--- config.mk ---
export PLATFORM = sky130hd
export DESIGN_NAME = play_time_formatter
export DESIGN_NICKNAME = d
export VERILOG_FILES = /design/src/rtl/play_time_formatter.sv
export SDC_FILE = /design/constraint.sdc
export NUM_CORES = 1
export LEC_CHECK = 0
export CAP_MARGIN = 20
export CORE_AREA = 5 5 107 109
export CTS_BUF_LIST = sky130_fd_sc_hd__clkbuf_8 sky130_fd_sc_hd__clkbuf_16
export DETAILED_ROUTE_END_ITERATION = 16
export DIE_AREA = 0 0 112 114
export PLACE_DENSITY = 0.72
export SLEW_MARGIN = 20
export SYNTH_ARGS = -nofsm -noshare
export SYNTH_HDL_FRONTEND = slang
export SYNTH_SLANG_ARGS = --single-unit
--- constraint.sdc ---
create_clock -name clk -period 2.71 [get_ports clk]
set_clock_uncertainty 0.05 [all_clocks]
set_input_delay 0.542 -clock clk [delete_from_list [all_inputs] [get_ports clk]]
set_output_delay 0.542 -clock clk [all_outputs]
set_load 0.01 [all_outputs]
--- src/rtl/play_time_formatter.sv ---
// BCD frame builder for the 8-digit display: mm:ss elapsed play time, volume and track number.
// Define WRAP_99_EN to make the time roll over from 99:59 to 00:00 instead of saturating.
module play_time_formatter #(
    parameter int TICK_DIV  = 100_000_000,
    parameter int BLINK_DIV = 25_000_000
) (
    input  logic       clk,
    input  logic       rst_n,
    input  logic       start,
    input  logic       pause_tgl,
    input  logic       stop,
    input  logic [7:0] track_num,
    input  logic [3:0] volume,
    output logic [3:0] hex0,
    output logic [3:0] hex1,
    output logic [3:0] hex2,
    output logic [3:0] hex3,
    output logic [3:0] hex4,
    output logic [3:0] hex5,
    output logic [3:0] hex6,
    output logic [3:0] hex7,
    output logic [7:0] dp_out,
    output logic [7:0] idigit,
    output logic       is_playing
);

    localparam int PW = (TICK_DIV > 1) ? $clog2(TICK_DIV) : 1;
    localparam int BW = (BLINK_DIV > 1) ? $clog2(BLINK_DIV) : 1;
    localparam logic [PW-1:0] PRE_MAX   = PW'(TICK_DIV - 1);
    localparam logic [BW-1:0] BLINK_MAX = BW'(BLINK_DIV - 1);

    typedef enum logic [1:0] {
        IDLE  = 2'd0,
        PLAY  = 2'd1,
        PAUSE = 2'd2
    } state_t;

    state_t        state_q, state_d;
    logic [PW-1:0] pre_q, pre_d;
    logic [BW-1:0] blink_q, blink_d;
    logic [3:0]    sec_ones_q, sec_ones_d;
    logic [3:0]    sec_tens_q, sec_tens_d;
    logic [3:0]    min_ones_q, min_ones_d;
    logic [3:0]    min_tens_q, min_tens_d;
    logic          dp_sep_q, dp_sep_d;
    logic          is_playing_q, is_playing_d;
    logic [3:0]    trk_tens_q, trk_tens_d;
    logic [3:0]    trk_ones_q, trk_ones_d;
    logic [3:0]    vol_tens_q, vol_tens_d;
    logic [3:0]    vol_ones_q, vol_ones_d;
    logic          sec_tick;
    logic          at_max;
    logic [7:0]    trk_sat;

    always_comb begin
        state_d = state_q;
        if (stop) begin
            state_d = IDLE;
        end else if (start) begin
            state_d = PLAY;
        end else if (pause_tgl) begin
            if (state_q == PLAY) begin
                state_d = PAUSE;
            end else if (state_q == PAUSE) begin
                state_d = PLAY;
            end
        end
        is_playing_d = (state_d == PLAY);
    end

    // The prescaler only moves while playing, so a pause keeps the partial second.
    always_comb begin
        pre_d      = pre_q;
        sec_tick   = 1'b0;
        sec_ones_d = sec_ones_q;
        sec_tens_d = sec_tens_q;
        min_ones_d = min_ones_q;
        min_tens_d = min_tens_q;
        at_max     = (min_tens_q == 4'd9) && (min_ones_q == 4'd9) &&
                     (sec_tens_q == 4'd5) && (sec_ones_q == 4'd9);

        if (stop || start) begin
            pre_d      = '0;
            sec_ones_d = 4'd0;
            sec_tens_d = 4'd0;
            min_ones_d = 4'd0;
            min_tens_d = 4'd0;
        end else if (state_q == PLAY) begin
            if (pre_q == PRE_MAX) begin
                pre_d    = '0;
                sec_tick = 1'b1;
            end else begin
                pre_d = pre_q + PW'(1);
            end
        end

        if (sec_tick) begin
            if (at_max) begin
`ifdef WRAP_99_EN
                sec_ones_d = 4'd0;
                sec_tens_d = 4'd0;
                min_ones_d = 4'd0;
                min_tens_d = 4'd0;
`else
                sec_ones_d = sec_ones_q;
`endif
            end else if (sec_ones_q != 4'd9) begin
                sec_ones_d = sec_ones_q + 4'd1;
            end else begin
                sec_ones_d = 4'd0;
                if (sec_tens_q != 4'd5) begin
                    sec_tens_d = sec_tens_q + 4'd1;
                end else begin
                    sec_tens_d = 4'd0;
                    if (min_ones_q != 4'd9) begin
                        min_ones_d = min_ones_q + 4'd1;
                    end else begin
                        min_ones_d = 4'd0;
                        min_tens_d = min_tens_q + 4'd1;
                    end
                end
            end
        end
    end

    // Separator is lit on entry to PAUSE and then flips every BLINK_DIV cycles.
    always_comb begin
        blink_d  = '0;
        dp_sep_d = 1'b0;
        case (state_d)
            PLAY: dp_sep_d = 1'b1;
            PAUSE: begin
                if (state_q == PAUSE) begin
                    if (blink_q == BLINK_MAX) begin
                        blink_d  = '0;
                        dp_sep_d = ~dp_sep_q;
                    end else begin
                        blink_d  = blink_q + BW'(1);
                        dp_sep_d = dp_sep_q;
                    end
                end else begin
                    dp_sep_d = 1'b1;
                end
            end
            default: dp_sep_d = 1'b0;
        endcase
    end

    always_comb begin
        trk_sat    = (track_num > 8'd99) ? 8'd99 : track_num;
        trk_tens_d = 4'd0;
        trk_ones_d = trk_sat[3:0];
        for (int k = 1; k <= 9; k++) begin
            if (trk_sat >= 8'(10 * k)) begin
                trk_tens_d = 4'(k);
                trk_ones_d = 4'(trk_sat - 8'(10 * k));
            end
        end
        if (volume >= 4'd10) begin
            vol_tens_d = 4'd1;
            vol_ones_d = volume - 4'd10;
        end else begin
            vol_tens_d = 4'd0;
            vol_ones_d = volume;
        end
    end

    always_ff @(posedge clk or negedge rst_n) begin
        if (!rst_n) begin
            state_q      <= IDLE;
            pre_q        <= '0;
            blink_q      <= '0;
            sec_ones_q   <= 4'd0;
            sec_tens_q   <= 4'd0;
            min_ones_q   <= 4'd0;
            min_tens_q   <= 4'd0;
            dp_sep_q     <= 1'b0;
            is_playing_q <= 1'b0;
            trk_tens_q   <= 4'd0;
            trk_ones_q   <= 4'd0;
            vol_tens_q   <= 4'd0;
            vol_ones_q   <= 4'd0;
        end else begin
            state_q      <= state_d;
            pre_q        <= pre_d;
            blink_q      <= blink_d;
            sec_ones_q   <= sec_ones_d;
            sec_tens_q   <= sec_tens_d;
            min_ones_q   <= min_ones_d;
            min_tens_q   <= min_tens_d;
            dp_sep_q     <= dp_sep_d;
            is_playing_q <= is_playing_d;
            trk_tens_q   <= trk_tens_d;
            trk_ones_q   <= trk_ones_d;
            vol_tens_q   <= vol_tens_d;
            vol_ones_q   <= vol_ones_d;
        end
    end

    assign hex0       = sec_ones_q;
    assign hex1       = sec_tens_q;
    assign hex2       = min_ones_q;
    assign hex3       = min_tens_q;
    assign hex4       = vol_ones_q;
    assign hex5       = vol_tens_q;
    assign hex6       = trk_ones_q;
    assign hex7       = trk_tens_q;
    assign dp_out     = {5'b00000, dp_sep_q, 2'b00};
    assign idigit     = 8'hFF;
    assign is_playing = is_playing_q;

endmodule

# Yosys cells after proc, flatten, opt, wreduce, memory -nomap -nowiden
# Index checks and enable logic that the tools add are counted.
# classes
add_sub_neg	16
n_lt_le_gt_ge	11
n_eq_ne	15
mux	59
n_bitwise	1
n_reduce_logical	7
# ops
operator	n
4-bit 2-to-1 mux	39
27-bit 2-to-1 mux	3
25-bit 2-to-1 mux	3
27-bit by 1-bit adder with 27-bit output, second input constant	1
27-bit == test, second input constant	1
25-bit by 1-bit adder with 25-bit output, second input constant	1
25-bit == test, second input constant	1
8-bit by 6-bit greater-or-equal comparator with 1-bit output, second input constant	3
8-bit by 7-bit greater-or-equal comparator with 1-bit output, second input constant	3
4-bit subtractor, second input constant	6
4-bit by 1-bit adder with 4-bit output, second input constant	4
8-bit by 5-bit greater-or-equal comparator with 1-bit output, second input constant	2
4-bit == test, second input constant	3
2-bit 2-to-1 mux	5
8-bit by 4-bit greater-or-equal comparator with 1-bit output, second input constant	1
8-bit by 7-bit greater-than comparator with 1-bit output, second input constant	1
8-bit 2-to-1 mux	1
4-bit != test, second input constant	2
4-bit by 3-bit subtractor with 4-bit output, second input constant	2
1-bit 2-to-1 mux	7
2-bit by 1-bit == test with 1-bit output, second input constant	2
2-bit == test, second input constant	2
4-bit by 3-bit == test with 1-bit output, second input constant	1
4-bit greater-or-equal comparator, second input constant	1
other kinds (11)	14
# totals
reg_bits	88
inputBits	17
out_inout_bits	49

# Longest topological paths before layout
# logic_depth
ltp_word	12
mapped_depth	11
depth_no_buf	10

# Worst setup path after synthesis
# No wires, ideal clock.
# synth_timing
path_kind	input port to flip-flop
startpoint	input port track_num[6]
endpoint	register trk_ones_q[2], in the netlist hex6[2]
setup_time_ns	0.124
arrival_ns	2.694
setup_slack_ns	-0.157
stages	10
path_buffers	1
cell_sequence	buf_2 > a21oi_1 > and2_1 > ha_1 > or4bb_1 > nand3_1 > nor3b_1 > a311oi_1 > o21ai_1 > a211o_1
# synth_via
elab_chain_cells	12
# synth_lines
item	line	source
from (decl)	12	input logic [7:0] track_num,
8-bit by 7-bit greater-than comparator with 1-bit output	150	trk_sat = (track_num > 8'd99) ? 8'd99 : track_num;
8-bit 2-to-1 mux (*)	150	
8-bit by 4-bit greater-or-equal comparator with 1-bit output or 4-bit subtractor (tied branches)	154, 156	
4-bit 2-to-1 mux (8 in series)	154	if (trk_sat >= 8'(10 * k)) begin
4-bit 2-to-1 mux (*)	154	
net trk_ones_d[2]	48	logic [3:0] trk_ones_q, trk_ones_d;
to (signal assigned)	194	trk_ones_q <= trk_ones_d;
to (decl)	48	
# The timed path passes the listed nets; every way through them passes the cells marked *.
# A chain may end at the register's enable or synchronous reset.

# Final worst setup path
# layout_timing
startpoint	input port track_num[2]
endpoint	register trk_ones_q[2], in the netlist hex6[2]
# The elaborated chain is that of the path after synthesis.

==> flow_summary.toml <==
[sta]
rsz0062_at_grt = "no"
slew_headroom_pct = 54.77
min_period_ns = 2.557
setup_viol = 0
fin_crit_sh_pct = 94.34
hold_viol = 0
fin_ws_ns = 0.1534
tightest_slew_ns = 0.6771
clock.fmax_mhz = 391.2
drv_slew = 0

[synth]
yosysSeqAreaShare_pct = 41.88
syn_area_per_cell_um2 = 9.268
synthArstFlopShare_pct = 100.0
syn_area_um2 = 5079
ys_types = 73
yosys_warnings = 0
synth-edff-count = 0
yosys_most_used_dff = "dfrtp_1"
netlist_instances = 548
ys_ff_latch = 85

[die]
die-area_um2 = 12770
coreArea_um2 = 10510
start_util_pct = 48.33
die_h_um = 114
ioPinCount = 66
fp.dieW_um = 112
rows = 38

[clock_network]
cts_root_buf = "clkbuf_8"
clock_latency_ns = 0.36
cts.path.max_buffers = 2
cts_sinks = 85
htree_levels = 3
cts_tree = "done"
clkTransAtPathRegs_ns = 0.08
numCtsBuffers = 9
postCtsSetupBuffers = 0

[power]
p_seq_share_pct = 52.1
switchingPower_w = 0.0006177
clkPwrFrac_pct = 35.2
sw_frac_of_total_pct = 24.78
powerDensity_nw_per_um2 = 406.6
irDropWorstVdd_v = 0.0002220
power_frac_comb_pct = 12.6
power.leakage_nw = 2.643
power_w = 0.002493
p_int_w = 0.001875

[job]
maxCapViolations = 0

[routing]
drt-initial-drc-count = 215
first_pass_iters = 4
routed_wl_um = 11130
vias = 4215
drcViolationCount = 0
ant_nets = 0
routedWlPerCell_um = 14.37
vias_per_cell = 5.439

[grt]
grt_usage_pct = 18.19
antenna_found_initial = 0
grt_pass1_vias = 4142
grt-ovfl-total = 0
grt_max_degree = 71
grt_pass1_wl_um = 19260

[layout]
nFillCells = 907
drive_gt1_share_pct = 13.54
multi_input_area_um2 = 2726
n_antenna_cell = 0
area_growth_pct = 20.72
regArea_um2 = 2127
fin_nets = 663

[run_status]
status = "finished clean"

[place]
gp_congestion = 0.8184
portBuffers = 47
dpl.hpwl_um = 8350
dp_slack_ns = -0.3948

[critical_path]
critPathMaxFanout = 5
criticalPathCategory = "in2reg"
cp-start-kind = "input pin"
worstSetupEndpointType = "flip-flop"
cp_data_arrival_time_ns = 2.75
required_ns = 2.91

[worst_hold_path]
min_path_type = "reg2reg"
[metrics by stage]
stage / hold slack [ns] / util, % / TNS [ns] / area (um^2) / cells
finish: 0.4417 / 58.35 / 0 / 6131 / 775
global route: 0.4738 / 58.35 / 0 / 6131 / 775
CTS: 0.4457 / 58.24 / 0 / 6120 / 775
detailed placement: 0.3685 / 56.28 / -1.212 / 5913 / 759
global placement: 0.3664 / 56.28 / -1.051 / 5913 / 759
floorplan: 0.1964 / - / 0 / 5160 / 564
[placed cells by master (no fill, tap or decap), types with 11 or more instances in the layout]
cell type        count
and3_1              11
buf_4               42
xnor2_1             16
o21ai_0             35
inv_1               25
nor2_1              75
xor2_1              30
nand4_1             21
ha_1                14
a21oi_1             11
clkdlybuf4s50_1     43
nand3_1             29
nand2_1             45
conb_1              18
dfrtp_1             85
[final cells by class]
type / instances / share of cell area [%]
multi-input combinational: 421 / 44.47
clock buffer: 10 / 2.245
sequential: 85 / 34.69
inverter: 23 / 1.408
tap: 140 / 2.857
clock inverter: 5 / 0.8776
timing repair buffer: 91 / 13.45
[power by group through the flow]
stage          Combinational [W]  Clock [W]  Sequential (W)
4_1_cts                 0.000317   0.000912         0.00130
3_5_place_dp            0.000314          0         0.00132
3_3_place_gp            0.000311          0         0.00133
2_1_floorplan           0.000158          0         0.00133
5_1_grt                 0.000349   0.000972         0.00130
6_report                0.000315   0.000878         0.00130
[cells by family after synthesis]
group                    synth area share (%)
adder cells (fa/ha/maj)                 3.695
other                                  0.1479
AND/OR/NAND/NOR                         26.53
flip-flops                              41.88
AO/OA/AOI/OAI                           12.52
XOR/XNOR                                8.253
buffers and inverters                   6.135
multiplexers                           0.8376
[state kept, by name, indices dropped and copies added (netlist names)]
name        flops
blink_q        25
hex7            4
hex0            4
hex3            4
dp_sep_q        1
state_q         2
hex5            1
pre_q          27
is_playing      1
hex6            4
hex2            4
hex4            4
hex1            4
[critical path, stage by stage]
cell,delay [ns]
clkdlybuf4s50_1,0.51
o311a_4,0.40
nor3_2,0.16
ha_1,0.29
inv_1,0.08
o21ai_0,0.08
a311oi_1,0.27
o21ai_1,0.11
a211o_1,0.30
[metal layers]
metal,GRT usage [%],wire length (um)
met4,6.410,200
met5,0,0
met2,29.98,5362
met3,4.191,601
met1,23.69,4970
[worst paths after layout]
path | start | end | slack (ns) | cells past startpoint
hold reg to reg | blink_q[0]$_DFF_PN0_ | blink_q[0]$_DFF_PN0_ | 0.44 | 1
setup / recovery | track_num[2] | hex6[2]$_DFF_PN0_ | 0.15 | 9
min in group asynchronous | rst_n | hex5[0]$_DFF_PN0_ | 0.54 | 2
setup reg to reg | pre_q[0]$_DFFE_PN0P_ | pre_q[26]$_DFFE_PN0P_ | 0.35 | 6
hold / removal | blink_q[0]$_DFF_PN0_ | blink_q[0]$_DFF_PN0_ | 0.44 | 1
max in group asynchronous | rst_n | blink_q[14]$_DFF_PN0_ | 1.46 | 3
[timing repair]
item | in CTS | in global routing
hold buffers | 1 | 0
endpoints found under the hold margin | 15 | 0
gates resized for setup | 1 | 5
pin swaps | 0 | 3
endpoints found under the setup margin | 1 | 3
[cell usage after synthesis (all sizes together), types with 5 or more instances]
cell type  instances  area (um^2)
xor2              30        262.8
dfrtp             85         2127
xnor2             17        156.4
nand4             23        165.2
nor2b              6        37.54
nor3               8        56.31
a21oi             12        60.06
nand3             31        160.1
buf               28        198.9
o31ai              5        51.30
clkbuf             7        26.28
nor2              76        292.8
nand2             45        168.9
nor4               8        80.08
o21ai             36        180.2
and4               5        46.29
inv               23        86.33
and3              11        68.82
ha                15        187.7
and2               7        43.79
Note: power is estimated with default switching activity, not from simulation.
